===== src/rtl/saturation_ext.sv =====
// rtl/saturation_ext.sv - RGB saturation filter, 5-stage pipeline, frame-synchronous coefficients
// Optional clipped-pixel counter enabled by SATURATION_CLIP_CNT_EN.
module saturation_ext #(
    parameter int PIXEL_WIDTH = 10,
    parameter int COE_WIDTH   = 16,
    parameter int COE_FRAC    = 6,
    parameter int DBG_WIDTH   = 16
) (
    input  logic                     clk,
    input  logic                     rst_n,
    input  logic [COE_WIDTH-1:0]     saturation_i,
    input  logic [COE_WIDTH-1:0]     ycoe0_i,
    input  logic [COE_WIDTH-1:0]     ycoe1_i,
    input  logic [COE_WIDTH-1:0]     ycoe2_i,
    input  logic                     bypass_i,
    input  logic [3*PIXEL_WIDTH-1:0] di_i,
    input  logic                     de_i,
    input  logic                     hs_i,
    input  logic                     vs_i,
    input  logic [DBG_WIDTH-1:0]     dbg_i,
    output logic [3*PIXEL_WIDTH-1:0] do_o,
    output logic                     de_o,
    output logic                     hs_o,
    output logic                     vs_o,
    output logic [DBG_WIDTH-1:0]     dbg_o,
    output logic                     upd_o,
    output logic [23:0]              clip_cnt_o
);
    localparam int PW     = PIXEL_WIDTH;
    localparam int PROD_W = COE_WIDTH + PW;
    localparam int SUM_W  = PROD_W + 2;
    localparam int Y_W    = SUM_W - COE_FRAC;
    localparam int D_W    = PW + 1;
    localparam int P_W    = D_W + COE_WIDTH + 1;
    localparam int O_W    = P_W + 1;
    localparam logic [PW-1:0]         PIX_MAX = '1;
    localparam logic [Y_W-1:0]        Y_MAX   = Y_W'((1 << PW) - 1);
    localparam logic signed [O_W-1:0] O_MAX   = O_W'((1 << PW) - 1);

    logic [COE_WIDTH-1:0] coe_in  [3];
    logic [COE_WIDTH-1:0] act_coe [3];
    logic [COE_WIDTH-1:0] act_sat;
    logic                 act_byp;
    logic                 vs_prev;
    logic                 load;

    assign coe_in[0] = ycoe0_i;
    assign coe_in[1] = ycoe1_i;
    assign coe_in[2] = ycoe2_i;
    assign load      = vs_i & ~vs_prev;

    // Active set swaps on the vs edge; the pixel sampled on that edge still sees the old set.
    always_ff @(posedge clk or negedge rst_n) begin
        if (!rst_n) begin
            for (int i = 0; i < 3; i++) act_coe[i] <= '0;
            act_sat <= '0;
            act_byp <= 1'b0;
            vs_prev <= 1'b0;
            upd_o   <= 1'b0;
        end else begin
            vs_prev <= vs_i;
            upd_o   <= load;
            if (load) begin
                for (int i = 0; i < 3; i++) act_coe[i] <= coe_in[i];
                act_sat <= saturation_i;
                act_byp <= bypass_i;
            end
        end
    end

    // Side-band delay lines: raw pixel, per-pixel gain and bypass travel with the data.
    logic [3*PW-1:0]      pix_pipe [4];
    logic [COE_WIDTH-1:0] sat_pipe [3];
    logic                 byp_pipe [4];
    logic [2:0]           ctl_pipe [5];
    logic [DBG_WIDTH-1:0] dbg_pipe [5];

    always_ff @(posedge clk or negedge rst_n) begin
        if (!rst_n) begin
            for (int i = 0; i < 4; i++) begin
                pix_pipe[i] <= '0;
                byp_pipe[i] <= 1'b0;
            end
            for (int i = 0; i < 3; i++) sat_pipe[i] <= '0;
            for (int i = 0; i < 5; i++) begin
                ctl_pipe[i] <= '0;
                dbg_pipe[i] <= '0;
            end
        end else begin
            pix_pipe[0] <= di_i;
            byp_pipe[0] <= act_byp;
            sat_pipe[0] <= act_sat;
            ctl_pipe[0] <= {vs_i, hs_i, de_i};
            dbg_pipe[0] <= dbg_i;
            for (int i = 1; i < 4; i++) begin
                pix_pipe[i] <= pix_pipe[i-1];
                byp_pipe[i] <= byp_pipe[i-1];
            end
            for (int i = 1; i < 3; i++) sat_pipe[i] <= sat_pipe[i-1];
            for (int i = 1; i < 5; i++) begin
                ctl_pipe[i] <= ctl_pipe[i-1];
                dbg_pipe[i] <= dbg_pipe[i-1];
            end
        end
    end

    logic [PROD_W-1:0]       prod_s1 [3];
    logic [Y_W-1:0]          y_s2;
    logic [PW-1:0]           y_s3;
    logic signed [D_W-1:0]   d_s3 [3];
    logic [PW-1:0]           y_s4;
    logic signed [P_W-1:0]   p_s4 [3];

    logic [SUM_W-1:0]        sum_s1;
    logic [PW-1:0]           y_clamp;
    logic signed [P_W-1:0]   p_sh  [3];
    logic signed [O_W-1:0]   o_sum [3];
    logic [PW-1:0]           o_ch  [3];
`ifdef SATURATION_CLIP_CNT_EN
    logic                    clip_raw;
    logic                    clip_any;
`endif

    assign sum_s1  = SUM_W'(prod_s1[0]) + SUM_W'(prod_s1[1]) + SUM_W'(prod_s1[2]);
    assign y_clamp = (y_s2 > Y_MAX) ? PIX_MAX : y_s2[PW-1:0];

    always_comb begin
`ifdef SATURATION_CLIP_CNT_EN
        clip_raw = 1'b0;
`endif
        for (int c = 0; c < 3; c++) begin
            p_sh[c]  = p_s4[c] >>> COE_FRAC;
            o_sum[c] = O_W'($signed({1'b0, y_s4})) + O_W'(p_sh[c]);
            o_ch[c]  = o_sum[c][PW-1:0];
            if (o_sum[c] < 0) begin
                o_ch[c] = '0;
`ifdef SATURATION_CLIP_CNT_EN
                clip_raw = 1'b1;
`endif
            end else if (o_sum[c] > O_MAX) begin
                o_ch[c] = PIX_MAX;
`ifdef SATURATION_CLIP_CNT_EN
                clip_raw = 1'b1;
`endif
            end
        end
    end

    always_ff @(posedge clk or negedge rst_n) begin
        if (!rst_n) begin
            for (int c = 0; c < 3; c++) begin
                prod_s1[c] <= '0;
                d_s3[c]    <= '0;
                p_s4[c]    <= '0;
            end
            y_s2 <= '0;
            y_s3 <= '0;
            y_s4 <= '0;
            do_o <= '0;
        end else begin
            for (int c = 0; c < 3; c++) begin
                prod_s1[c] <= PROD_W'(act_coe[c]) * PROD_W'(di_i[c*PW +: PW]);
                d_s3[c]    <= $signed({1'b0, pix_pipe[1][c*PW +: PW]}) - $signed({1'b0, y_clamp});
                p_s4[c]    <= P_W'(d_s3[c]) * P_W'($signed({1'b0, sat_pipe[2]}));
            end
            y_s2 <= Y_W'(sum_s1 >> COE_FRAC);
            y_s3 <= y_clamp;
            y_s4 <= y_s3;
            do_o <= byp_pipe[3] ? pix_pipe[3] : {o_ch[2], o_ch[1], o_ch[0]};
        end
    end

    assign de_o  = ctl_pipe[4][0];
    assign hs_o  = ctl_pipe[4][1];
    assign vs_o  = ctl_pipe[4][2];
    assign dbg_o = dbg_pipe[4];

`ifdef SATURATION_CLIP_CNT_EN
    logic [23:0] clip_cnt;
    logic        vs_rise5;

    assign clip_any = clip_raw & ctl_pipe[3][0] & ~byp_pipe[3];
    assign vs_rise5 = ctl_pipe[3][2] & ~ctl_pipe[4][2];

    // A clipped pixel on the frame-boundary cycle belongs to the new frame.
    always_ff @(posedge clk or negedge rst_n) begin
        if (!rst_n) begin
            clip_cnt   <= '0;
            clip_cnt_o <= '0;
        end else if (vs_rise5) begin
            clip_cnt_o <= clip_cnt;
            clip_cnt   <= {23'd0, clip_any};
        end else if (clip_any && (clip_cnt != 24'hFF_FFFF)) begin
            clip_cnt <= clip_cnt + 24'd1;
        end
    end
`else
    assign clip_cnt_o = '0;
`endif

endmodule


===== config.mk =====
export PLATFORM = sky130hd
export DESIGN_NAME = saturation_ext
export DESIGN_NICKNAME = d
export VERILOG_FILES = /design/src/rtl/saturation_ext.sv
export SDC_FILE = /design/constraint.sdc
export NUM_CORES = 2
export LEC_CHECK = 0
export ABC_CLOCK_PERIOD_IN_PS = 6950
export CAP_MARGIN = 10
export CORE_MARGIN = 2
export CORE_UTILIZATION = 40
export DETAILED_ROUTE_END_ITERATION = 10
export PLACE_DENSITY_LB_ADDON = 0.2
export SLEW_MARGIN = 20
export SYNTH_ARGS = -nofsm -noshare
export SYNTH_HDL_FRONTEND = slang
export SYNTH_SLANG_ARGS = --single-unit

===== constraint.sdc =====
create_clock -name clk -period 6.95 [get_ports clk]
set_input_delay 1.0425 -clock clk [delete_from_list [all_inputs] [get_ports clk]]
set_output_delay 1.0425 -clock clk [all_outputs]
set_load 0.02 [all_outputs]

==> metrics.txt <==
Antenna Cells 0; crit path DAT 6990 ps; Std-Cell Core Area 130000 um2; setup bufs post-CTS 0; final core occ 0.455; vias per cell 4.87; crit end category flop; Worst setup SP type flop; share of flip-flops with an asynchronous set or reset 1.00; fmax 155 MHz; clock tree buffer depth 3; Slowest-stage cell, CP dfrtp_1; Total Routing Usage GR 0.194; CP max stage delay 940 ps; Num CTS Buffers 70; Initial Utilization 0.404; Netlist cell types 73; CTS root buf clkbuf_16; clk slew on worst S/H paths 70 ps; die area 134000 um2; die width 366 um; Yosys reg bits 582; hold_buf cts 0; Num Clock Sinks 582; 1st-iter DRT viols 1792; Least-Margin Pin Slew 1020 ps; initial antenna violation count 1; layout cells sized above 1 0.0653; CTS tree built; final hold vios 0; Slew Viols, Final 0; DRT Wirelength 125000 um; Mapped Area 52300 um2; status completed; CP Class flop to flop; Synth Flop Type dfrtp_1; worst hold path type primary input to asynchronous set/reset pin; synth warn 0; worst-skew pair later-pin latency 660 ps; Overflow after GRT 0; RSZ-0062 raised after global routing no; nets@finish 6596; Slew HR 0.322; crit-path cells buf_4 -> and2_1 -> fa_1 -> fa_1 -> fa_1 -> fa_1 -> inv_1 -> fa_1 -> inv_1 -> ha_1 -> nand2_1 -> nor2_1 -> nand4_1 -> a211oi_1 -> a211oi_1 -> o211a_1 -> o31ai_1 -> o41ai_1 -> xnor2_1; I/O Buffers 165; Period Utilization, post-route 0.926; number of synthesized flops with an enable pin 0; met2 WL 62500 um; cell mode on critical path fa_1; Worst EP required 7500 ps; hpwl dp 98200 um; post-synthesis sequential area ratio 0.278; Post-DRT Antenna Nets 0; Tmin final 6430 ps; area added between synthesis and finish 12.6%; CTS H-tree lvls 3; first-pass GRT wire length 204000 um; WL/cell 17.7 um; M1 WL 54400 um; FP Rows 132; DRC Markers 0; gpl congestion 0.862; r2r setup slk 520 ps; largest net degree at the start of global routing 184; Max-Cap Viols 0; Top Layer Used met4; Die Span Y 366 um; via count 34262; first-pass detailed-route iteration total 5; Cells after Synth 5075; Setup-failing EPs final 0; skew final 23.7 ps; metal3 WL 4780 um; vias in the first global route 36907; Avg Cell Area, Syn 10.3 um2; IO Pins 190; post_cts resized 0; CP max FO 17
## area by class of cell
class | count | area, um2
clock inverters | 36 | 689
flip-flops and latches | 582 | 14600
repair buffers | 286 | 2650
inverters | 881 | 3310
multi-input cells | 3421 | 33600
well taps | 1742 | 2180
fillers | 12263 | 70700
clock buffers | 91 | 1950
## final timing paths
check	depth (start not counted)	endpoint	startpoint
max reg2reg	19	p_s4[27]	sat_pipe[2]
min reg2reg	0	pix_pipe[26]	pix_pipe[56]
max	19	p_s4[27]	sat_pipe[2]
min in group clk	0	pix_pipe[26]	pix_pipe[56]
min	1	act_coe[26]	rst_n
max in group asynchronous	2	sat_pipe[14]	rst_n
## per-stage QoR
step | hold slack [ps] | cells | TNS (ps) | instance area, um2 | setup WS (ps)
after floorplan | 331 | 5098 | 0 | 52400 | 529
after global placement | 331 | 6912 | -79.5 | 56300 | -79.5
after detailed placement | 335 | 6912 | -77.3 | 56300 | -77.3
after CTS | 325 | 7039 | 0 | 59000 | 526
after global routing | 340 | 7039 | 0 | 59000 | 196
final | 304 | 7039 | 0 | 59000 | 516
## state kept, by name, indices dropped and copies added (netlist names), 4 cells and up
signal and count:
p_s4 66, sat_pipe 48, pix_pipe 120, y_s4 10
do_o 30, act_sat 16, prod_s1 78, byp_pipe 4
y_s3 10, act_coe 48, ctl_pipe 12, dbg_pipe 64
dbg_o 16, y_s2 22, d_s3 33
## layout by cell type (no fill, tap or decap), types with 54 or more instances in the layout
cell             netlist  routed
o21ai_0               72      72
buf_4                 40     114
dfrtp_1              582     579
and2_1               471     471
nor2_1               190     190
mux2_2                67      67
a21oi_1              139     139
clkdlybuf4s50_1        0     164
fa_1                 733     733
ha_1                 505     505
inv_1                881     881
xnor2_1              125     125
a21o_1                54      54
clkbuf_16              0      70
nand2_1              570     570
## routing by layer
layer,up-vias,GRT usage
met5,-,0
met4,0,0.0529
met3,140,0.0260
met2,604,0.333
met1,17551,0.256
li1,15967,-
## critical path, delay by kind of cell, from the launching register on
| kind | cells | cell delay [ps] |
|---|---|---|
| AOI/OAI and AO/OA | 5 | 1360 |
| xor gates and xnor gates | 1 | 260 |
| adders and majority gates | 6 | 2750 |
| buffers and inverters | 3 | 440 |
| DFF | 1 | 940 |
| and+or+nand+nor | 4 | 550 |
## kinds of logic after synthesis
family                   share of synthesized area
AND/OR/NAND/NOR                              0.137
adder cells (fa/ha/maj)                      0.401
buffers and inverters                       0.0814
flip-flops                                   0.278
AO/OA/AOI/OAI                               0.0585
XOR/XNOR                                    0.0294
multiplexers                                0.0146
other                                    0.0000716
## Yosys cell counts (54+ instances only)
master	n	share of area
inv_1	881	0.063
fa_1	733	0.28
dfrtp_1	582	0.28
nand2_1	570	0.041
ha_1	505	0.12
and2_1	471	0.056
nor2_1	190	0.014
clkbuf_1	169	0.012
a21oi_1	139	0.013
xnor2_1	125	0.021
o21ai_0	72	0.0069
mux2_2	67	0.014
a21o_1	54	0.0077
Power is left out: the tool's default activity adds up to more than one toggle a clock period on the data nets, which glitch-free logic cannot reach.
